### src/rtl/sspwm_pkg.sv
// rtl/sspwm_pkg.sv - shared constants, FSM state codes and channel phase offsets
package sspwm_pkg;

  localparam int PHASE_W = 16;
  localparam int ADDR_W  = 6;
  localparam int AMP_W   = 13;
  localparam int PEAK    = 5000;
  localparam int MI_FRAC = 8;

  localparam logic [1:0] ST_IDLE  = 2'd0;
  localparam logic [1:0] ST_RUN   = 2'd1;
  localparam logic [1:0] ST_DRAIN = 2'd2;

  // round(k * 2^pw / n) with integer arithmetic: (2*k*2^pw + n) / (2*n)
  function automatic longint ch_offset(int k, int n, int pw);
    return ((longint'(k) <<< (pw + 1)) + longint'(n)) / (longint'(2) * longint'(n));
  endfunction

endpackage

### src/rtl/sspwm_sine_gen_if.sv
// rtl/sspwm_sine_gen_if.sv - request and sample-set bundle of the sine generator
interface sspwm_sine_gen_if #(
  parameter int PHASE_W = 16,
  parameter int MI_W    = 9,
  parameter int AMP_W   = 13,
  parameter int N_CH    = 3
);
  logic                    sample_tick;
  logic [PHASE_W-1:0]      freq_word;
  logic [MI_W-1:0]         mod_index;
  logic                    phase_clr;
  logic                    busy;
  logic                    out_valid;
  logic                    overrun;
  logic [N_CH*AMP_W-1:0]   sine_mag;
  logic [N_CH-1:0]         sine_neg;

  modport master (
    output sample_tick, freq_word, mod_index, phase_clr,
    input  busy, out_valid, overrun, sine_mag, sine_neg
  );

  modport slave (
    input  sample_tick, freq_word, mod_index, phase_clr,
    output busy, out_valid, overrun, sine_mag, sine_neg
  );
endinterface

### src/rtl/sine_quarter_rom.sv
// rtl/sine_quarter_rom.sv - registered-read quarter-wave sine table
module sine_quarter_rom #(
  parameter int ADDR_W = 6,
  parameter int AMP_W  = 13,
  parameter int PEAK   = 5000
) (
  input  logic              clk,
  input  logic              rst_n,
  input  logic [ADDR_W:0]   addr,
  output logic [AMP_W-1:0]  data
);

  // round(PEAK * sin(pi/2 * i / 2^ADDR_W)) via a Q30 Taylor series, so the
  // table elaborates from integers only
  function automatic longint rom_entry(int i);
    longint x, x2, term, sum;
    if (i >= (1 << ADDR_W)) return longint'(PEAK);
    x    = (longint'(1686629713) * longint'(i)) >>> ADDR_W;
    x2   = (x * x) >>> 30;
    term = x;
    sum  = x;
    for (int n = 1; n <= 9; n++) begin
      term = -((term * x2) >>> 30) / longint'((2 * n) * (2 * n + 1));
      sum  = sum + term;
    end
    return (longint'(PEAK) * sum + (longint'(1) <<< 29)) >>> 30;
  endfunction

  logic [AMP_W-1:0] tab [2**ADDR_W+1];

  for (genvar g = 0; g <= 2**ADDR_W; g++) begin : g_tab
    localparam logic [AMP_W-1:0] VAL = AMP_W'(rom_entry(g));
    assign tab[g] = VAL;
  end

  // one-cycle registered read
  always_ff @(posedge clk or negedge rst_n) begin
    if (!rst_n) data <= '0;
    else        data <= tab[addr];
  end

endmodule

### src/rtl/sspwm_sine_gen.sv
// rtl/sspwm_sine_gen.sv - multi-channel sine reference generator with shared quarter-wave ROM
module sspwm_sine_gen #(
  parameter int PHASE_W = sspwm_pkg::PHASE_W,
  parameter int ADDR_W  = sspwm_pkg::ADDR_W,
  parameter int AMP_W   = sspwm_pkg::AMP_W,
  parameter int PEAK    = sspwm_pkg::PEAK,
  parameter int N_CH    = 3,
  parameter int MI_W    = 9,
  parameter int MI_FRAC = sspwm_pkg::MI_FRAC
) (
  input  logic              clk,
  input  logic              rst_n,
  sspwm_sine_gen_if.slave   bus
);
  import sspwm_pkg::*;

  localparam int CH_W = (N_CH > 1) ? $clog2(N_CH) : 1;
  localparam int A1   = ADDR_W + 1;
  localparam int PW   = AMP_W + MI_W;

  logic [1:0]             state;
  logic [CH_W-1:0]        cnt;
  logic [PHASE_W-1:0]     phase_acc, ph_s;
  logic [MI_W-1:0]        mi_s;
  logic                   busy_q, overrun_q, out_valid_q;
  logic                   accept;

  logic [PHASE_W-1:0]     off_tab [N_CH];
  logic [ADDR_W+1:0]      p_top;
  logic [ADDR_W:0]        addr_nxt, addr_q;
  logic                   v1, neg1, v2, neg2, fin;
  logic [CH_W-1:0]        ch1, ch2;
  logic [AMP_W-1:0]       rom_q, sat;
  logic [PW-1:0]          s;
  logic [N_CH*AMP_W-1:0]  sh_mag, mag_q;
  logic [N_CH-1:0]        sh_neg, neg_q;

  for (genvar g = 0; g < N_CH; g++) begin : g_off
    assign off_tab[g] = PHASE_W'(ch_offset(g, N_CH, PHASE_W));
  end

  assign accept   = bus.sample_tick && (state == ST_IDLE);
  // quadrant in the top two bits, ROM index below it; odd quadrants read mirrored
  assign p_top    = (ADDR_W+2)'((ph_s + off_tab[cnt]) >> (PHASE_W - 2 - ADDR_W));
  assign addr_nxt = p_top[ADDR_W] ? (A1'(2**ADDR_W) - {1'b0, p_top[ADDR_W-1:0]})
                                  : {1'b0, p_top[ADDR_W-1:0]};
  assign s        = PW'((PW'(rom_q) * PW'(mi_s)) >> MI_FRAC);
  assign sat      = (s > PW'(PEAK)) ? AMP_W'(PEAK) : s[AMP_W-1:0];

  // accept ticks, advance the phase and sequence channels through the ROM
  always_ff @(posedge clk or negedge rst_n) begin
    if (!rst_n) begin
      state     <= ST_IDLE;
      cnt       <= '0;
      phase_acc <= '0;
      ph_s      <= '0;
      mi_s      <= '0;
      busy_q    <= 1'b0;
      overrun_q <= 1'b0;
    end else begin
      overrun_q <= bus.sample_tick && (state != ST_IDLE);
      if (bus.phase_clr) phase_acc <= '0;
      else if (accept)   phase_acc <= phase_acc + bus.freq_word;
      case (state)
        ST_IDLE: if (accept) begin
          ph_s   <= phase_acc;
          mi_s   <= bus.mod_index;
          cnt    <= '0;
          busy_q <= 1'b1;
          state  <= ST_RUN;
        end
        ST_RUN: begin
          if (cnt == CH_W'(N_CH - 1)) state <= ST_DRAIN;
          else                        cnt   <= cnt + 1'b1;
        end
        ST_DRAIN: if (fin) begin
          busy_q <= 1'b0;
          state  <= ST_IDLE;
        end
        default: state <= ST_IDLE;
      endcase
    end
  end

  sine_quarter_rom #(.ADDR_W(ADDR_W), .AMP_W(AMP_W), .PEAK(PEAK)) u_rom (
    .clk   (clk),
    .rst_n (rst_n),
    .addr  (addr_q),
    .data  (rom_q)
  );

  // address, ROM and scaling stages tagged with channel and polarity
  always_ff @(posedge clk or negedge rst_n) begin
    if (!rst_n) begin
      v1 <= 1'b0; ch1 <= '0; neg1 <= 1'b0; addr_q <= '0;
      v2 <= 1'b0; ch2 <= '0; neg2 <= 1'b0;
      sh_mag <= '0; sh_neg <= '0; fin <= 1'b0;
    end else begin
      v1     <= (state == ST_RUN);
      ch1    <= cnt;
      neg1   <= p_top[ADDR_W+1];
      addr_q <= addr_nxt;
      v2     <= v1;
      ch2    <= ch1;
      neg2   <= neg1;
      fin    <= v2 && (ch2 == CH_W'(N_CH - 1));
      if (v2) begin
        sh_mag[ch2*AMP_W +: AMP_W] <= sat;
        sh_neg[ch2]                <= neg2 && (sat != '0);
      end
    end
  end

  // publish the complete set in one edge
  always_ff @(posedge clk or negedge rst_n) begin
    if (!rst_n) begin
      out_valid_q <= 1'b0;
      mag_q       <= '0;
      neg_q       <= '0;
    end else begin
      out_valid_q <= fin;
      if (fin) begin
        mag_q <= sh_mag;
        neg_q <= sh_neg;
      end
    end
  end

  assign bus.busy      = busy_q;
  assign bus.out_valid = out_valid_q;
  assign bus.overrun   = overrun_q;
  assign bus.sine_mag  = mag_q;
  assign bus.sine_neg  = neg_q;

endmodule
### src/flat_wrapper.sv
// flat-port wrapper written by rule: the top's interface ports become plain ports
module sspwm_sine_gen_flat import sspwm_pkg::*;
#(
  parameter int PHASE_W = sspwm_pkg::PHASE_W,
  parameter int ADDR_W  = sspwm_pkg::ADDR_W,
  parameter int AMP_W   = sspwm_pkg::AMP_W,
  parameter int PEAK    = sspwm_pkg::PEAK,
  parameter int N_CH    = 3,
  parameter int MI_W    = 9,
  parameter int MI_FRAC = sspwm_pkg::MI_FRAC
)
  (clk, rst_n, bus_sample_tick, bus_freq_word, bus_mod_index, bus_phase_clr, bus_busy, bus_out_valid, bus_overrun, bus_sine_mag, bus_sine_neg);
  sspwm_sine_gen_if #(.PHASE_W(PHASE_W), .MI_W(MI_W), .AMP_W(AMP_W), .N_CH(N_CH)) bus_i ();
  input  logic clk;
  input  logic rst_n;
  input wire logic [$bits(bus_i.sample_tick)-1:0] bus_sample_tick;
  input wire logic [$bits(bus_i.freq_word)-1:0] bus_freq_word;
  input wire logic [$bits(bus_i.mod_index)-1:0] bus_mod_index;
  input wire logic [$bits(bus_i.phase_clr)-1:0] bus_phase_clr;
  output wire logic [$bits(bus_i.busy)-1:0] bus_busy;
  output wire logic [$bits(bus_i.out_valid)-1:0] bus_out_valid;
  output wire logic [$bits(bus_i.overrun)-1:0] bus_overrun;
  output wire logic [$bits(bus_i.sine_mag)-1:0] bus_sine_mag;
  output wire logic [$bits(bus_i.sine_neg)-1:0] bus_sine_neg;
  assign bus_i.sample_tick = bus_sample_tick;
  assign bus_i.freq_word = bus_freq_word;
  assign bus_i.mod_index = bus_mod_index;
  assign bus_i.phase_clr = bus_phase_clr;
  assign bus_busy = bus_i.busy;
  assign bus_out_valid = bus_i.out_valid;
  assign bus_overrun = bus_i.overrun;
  assign bus_sine_mag = bus_i.sine_mag;
  assign bus_sine_neg = bus_i.sine_neg;
  sspwm_sine_gen #(.PHASE_W(PHASE_W), .ADDR_W(ADDR_W), .AMP_W(AMP_W), .PEAK(PEAK), .N_CH(N_CH), .MI_W(MI_W), .MI_FRAC(MI_FRAC)) u_core (.clk(clk), .rst_n(rst_n), .bus(bus_i));
endmodule
### config.mk
export PLATFORM = sky130hd
export DESIGN_NAME = sspwm_sine_gen_flat
export DESIGN_NICKNAME = d
export VERILOG_FILES = /design/src/rtl/sspwm_pkg.sv /design/src/rtl/sspwm_sine_gen_if.sv /design/src/rtl/sine_quarter_rom.sv /design/src/rtl/sspwm_sine_gen.sv /design/src/flat_wrapper.sv
export SDC_FILE = /design/constraint.sdc
export NUM_CORES = 1
export LEC_CHECK = 0
export CORE_MARGIN = 2
export CORE_UTILIZATION = 30
export CTS_CLUSTER_DIAMETER = 100
export DETAILED_ROUTE_END_ITERATION = 7
export DONT_BUFFER_PORTS = 1
export GPL_ROUTABILITY_DRIVEN = 0
export PLACE_DENSITY = 0.48
export SYNTH_ARGS = -nofsm -noshare
export SYNTH_HDL_FRONTEND = slang
export SYNTH_HIERARCHICAL = 1
export SYNTH_SLANG_ARGS = --single-unit
### constraint.sdc
create_clock -name clk -period 14.9 [get_ports clk]
set_input_delay 2.235 -clock clk [delete_from_list [all_inputs] [get_ports clk]]
set_output_delay 2.235 -clock clk [all_outputs]
set_load 0.05 [all_outputs]
==> flow_summary.yaml <==
outcome:
  status: "complete, no violations"
worst_setup_path:
  crit_path_max_incr_delay_ps: 750
  r2r_slack_ps: 8380
  crit_fanout: 24
  crit_top_cell: "fa_1"
  path_delay_family: "adder cells"
  worst_setup_path_start_kind: "flip-flop"
  crit_end: "u_core/sh_mag[5]$_DFFE_PN0P_"
  r2r-start: "u_core/mi_s[5]$_DFFE_PN0P_"
  cpMaxStageDelayCell: "and2_1"
  crit_chain: "nand2_1 > fa_1 > inv_1 > fa_1 > fa_1 > inv_1 > fa_1 > inv_1 > ha_1 > a21o_1 > a2111o_1 > a31oi_1 > o21ai_0 > a222oi_1 > a2111o_1 > a211oi_2 > nor3_2 > and2_1 > a32o_1"
  crit_path_end_kind: "flip-flop"
  crit_start: "u_core/mi_s[5]$_DFFE_PN0P_"
  worstRegToRegCells: 19
  cp_data_arrival_time_ps: 6890
  cp.depth: 19
  cp.required_ps: 15260
  critPathKind: "flip-flop to flip-flop"
  r2r_end: "u_core/sh_mag[5]$_DFFE_PN0P_"
  cp_num_buf_inv: 3
global_routing:
  grt_pass1_wl_um: 47300
  grt_max_degree: 162
  overflow: 0
  grt_pass1_vias: 8906
  antenna_found_initial: 0
  track_usage: 0.140
synth:
  netlist.area_leader.share: 0.329
  ys.flop_type: "dfrtp_1"
  synthTopCellsByCount: "nand2_1 (199), dfrtp_1 (161), inv_1 (126)"
  yosysTopAreaCell: "dfrtp_1"
  synth_warnings: 6
  syn_nets: 1475
  synth-seq-cells: 161
  synth_most_common_cell: "nand2_1"
  avgSynthCellArea_sq_um: 9.53
  synth_cell_types: 84
  async_flop_share: 1.00
  syn_inst: 1284
  synth_area_sq_um: 12200
  synth_edf_count: 0
  synth.area.top_cells: "dfrtp_1 (33%), fa_1 (13%), ha_1 (8.6%), nand2_1 (6.1%), mux2_2 (4.1%)"
  yosysSeqAreaShare: 0.329
detailed_routing:
  drt_first_pass_iters: 5
  wl_um: 28200
  via_per_inst: 4.93
  drt-initial-drc-count: 521
  ant_nets: 0
  wl_per_cell_um: 15.8
  drc_errors: 0
  vias: 8804
sta:
  finalHoldViolations: 0
  fin_crit_ps: 6520
  skew_ps: 13.9
  tightest_slew_ps: 1230
  setup_viol: 0
  tns_ps: 0
  maxSlewViolCount: 0
  fmax_mhz: 153
  max-slew-margin-rel: 0.176
  finalCritPeriodShare: 0.438
  grt_setup_unrepaired: "no"
cts:
  post_cts_buffers: 0
  h-tree-depth: 4
  cts_sinks: 161
  postCtsHoldBufs: 0
  post_cts_resized: 0
  cts_tree: "yes"
  root_buffer: "clkbuf_16"
  clock_path_buffers: 2
  path_clk_slew_ps: 70
  clkLatencyLatePin_ps: 430
  cts_made_buffers: 17
die:
  row_count: 73
  fp.dieW_um: 206
  dieHeight_um: 206
  dieArea_sq_um: 42400
  core_sq_um: 40000
  io_pins: 74
  initial_core_util: 0.306
final_layout:
  n_antenna_cell: 0
  layout.nets: 1439
  nFillCells: 4167
  final_cell_area_sq_um: 13200
  syn_to_final_growth_pct: 8.09
  drive_above_1_share: 0.0896
placed_design:
  hpwl_um: 21000
  place_area_sq_um: 12600
  port_buffers: 0
run:
  max_cap_viol_count: 0
worst_hold_path:
  hold_path_class: "flip-flop to flip-flop"
-- area by class of cell --
class	instances	area [sq um]	share of cell area
Inverter	128	480	0.0363
Tap cell	525	657	0.0497
Sequential cell	161	4030	0.305
Multi-Input combinational cell	933	7420	0.561
Timing Repair Buffer	7	52.6	0.00397
Clock inverter	14	143	0.0108
Clock buffer	18	439	0.0332
-- cell families (layout without fill, tap and decap cells) --
family	after synthesis	in the layout	synth area share
compound gates	246	246	0.144
xor+xnor	37	37	0.0265
fa+ha+maj	163	163	0.214
buf+inv	190	167	0.0649
flops	161	161	0.329
mux	50	50	0.0465
simple gates	437	437	0.175
-- through the flow --
stage / instances / worst slack [ps] / hold slack [ps] / utilization
floorplan: 1284 / 9210 / 331 / -
global placement: 1754 / 8510 / 333 / 0.316
detailed placement: 1754 / 8400 / 335 / 0.316
CTS: 1786 / 8400 / 347 / 0.331
global route: 1786 / 7910 / 348 / 0.331
finish: 1786 / 8380 / 345 / 0.331
-- layer usage --
layer / part of all wire / global-route usage / vias up / routed length [um]
met5: 0 / 0 / - / 0
met4: 0.018 / 0.0431 / 0 / 518
met3: 0.032 / 0.0222 / 37 / 897
met2: 0.48 / 0.229 / 147 / 13500
met1: 0.47 / 0.190 / 4332 / 13200
li1: - / - / 4288 / -
-- state kept, by name, indices dropped and copies added, names as in the netlist, 2 cells and up --
| register | count |
|---|---|
| u_core/bus.sine_mag | 39 |
| u_core/sh_mag | 39 |
| u_core/ph_s | 16 |
| u_core/phase_acc | 16 |
| u_core/u_rom/data | 13 |
| u_core/mi_s | 9 |
| u_core/addr_q | 7 |
| u_core/bus.sine_neg | 3 |
| u_core/sh_neg | 3 |
| u_core/ch1 | 2 |
| u_core/ch2 | 2 |
| u_core/cnt | 2 |
| u_core/state | 2 |
-- how the worst min path moves through the flow --
stage | startpoint | endpoint | slack (ps) | cells past startpoint
global placement | u_core/v1$_DFF_PN0_ | u_core/v2$_DFF_PN0_ | 330 | 0
detailed placement | u_core/ch1[1]$_DFF_PN0_ | u_core/ch2[1]$_DFF_PN0_ | 330 | 0
finish | u_core/ch1[0]$_DFF_PN0_ | u_core/ch2[0]$_DFF_PN0_ | 340 | 0
floorplan | u_core/ch1[0]$_DFF_PN0_ | u_core/ch2[0]$_DFF_PN0_ | 330 | 0
global route | u_core/ch1[0]$_DFF_PN0_ | u_core/ch2[0]$_DFF_PN0_ | 350 | 0
CTS | u_core/ch1[0]$_DFF_PN0_ | u_core/ch2[0]$_DFF_PN0_ | 350 | 0
-- placed cells by master, fill, tap and decap left out, drive strengths merged, types with 6 or more instances in the layout --
cell	instances
nor3	23
fa	78
nand3	23
mux2	45
or2	6
clkbuf	18
ha	84
a31oi	8
nand2b	13
xor2	12
nor2b	26
a211oi	8
a22o	10
o31a	6
nor2	41
a32o	25
or3	9
and3	6
inv	135
buf	7
o21ai	46
a21oi	62
xnor2	25
dfrtp	161
and2	70
o211ai	8
a21o	11
o21a	7
nand2	199
Power is left out: the tool's default activity adds up to more than one toggle a clock period on the data nets, which glitch-free logic cannot reach.
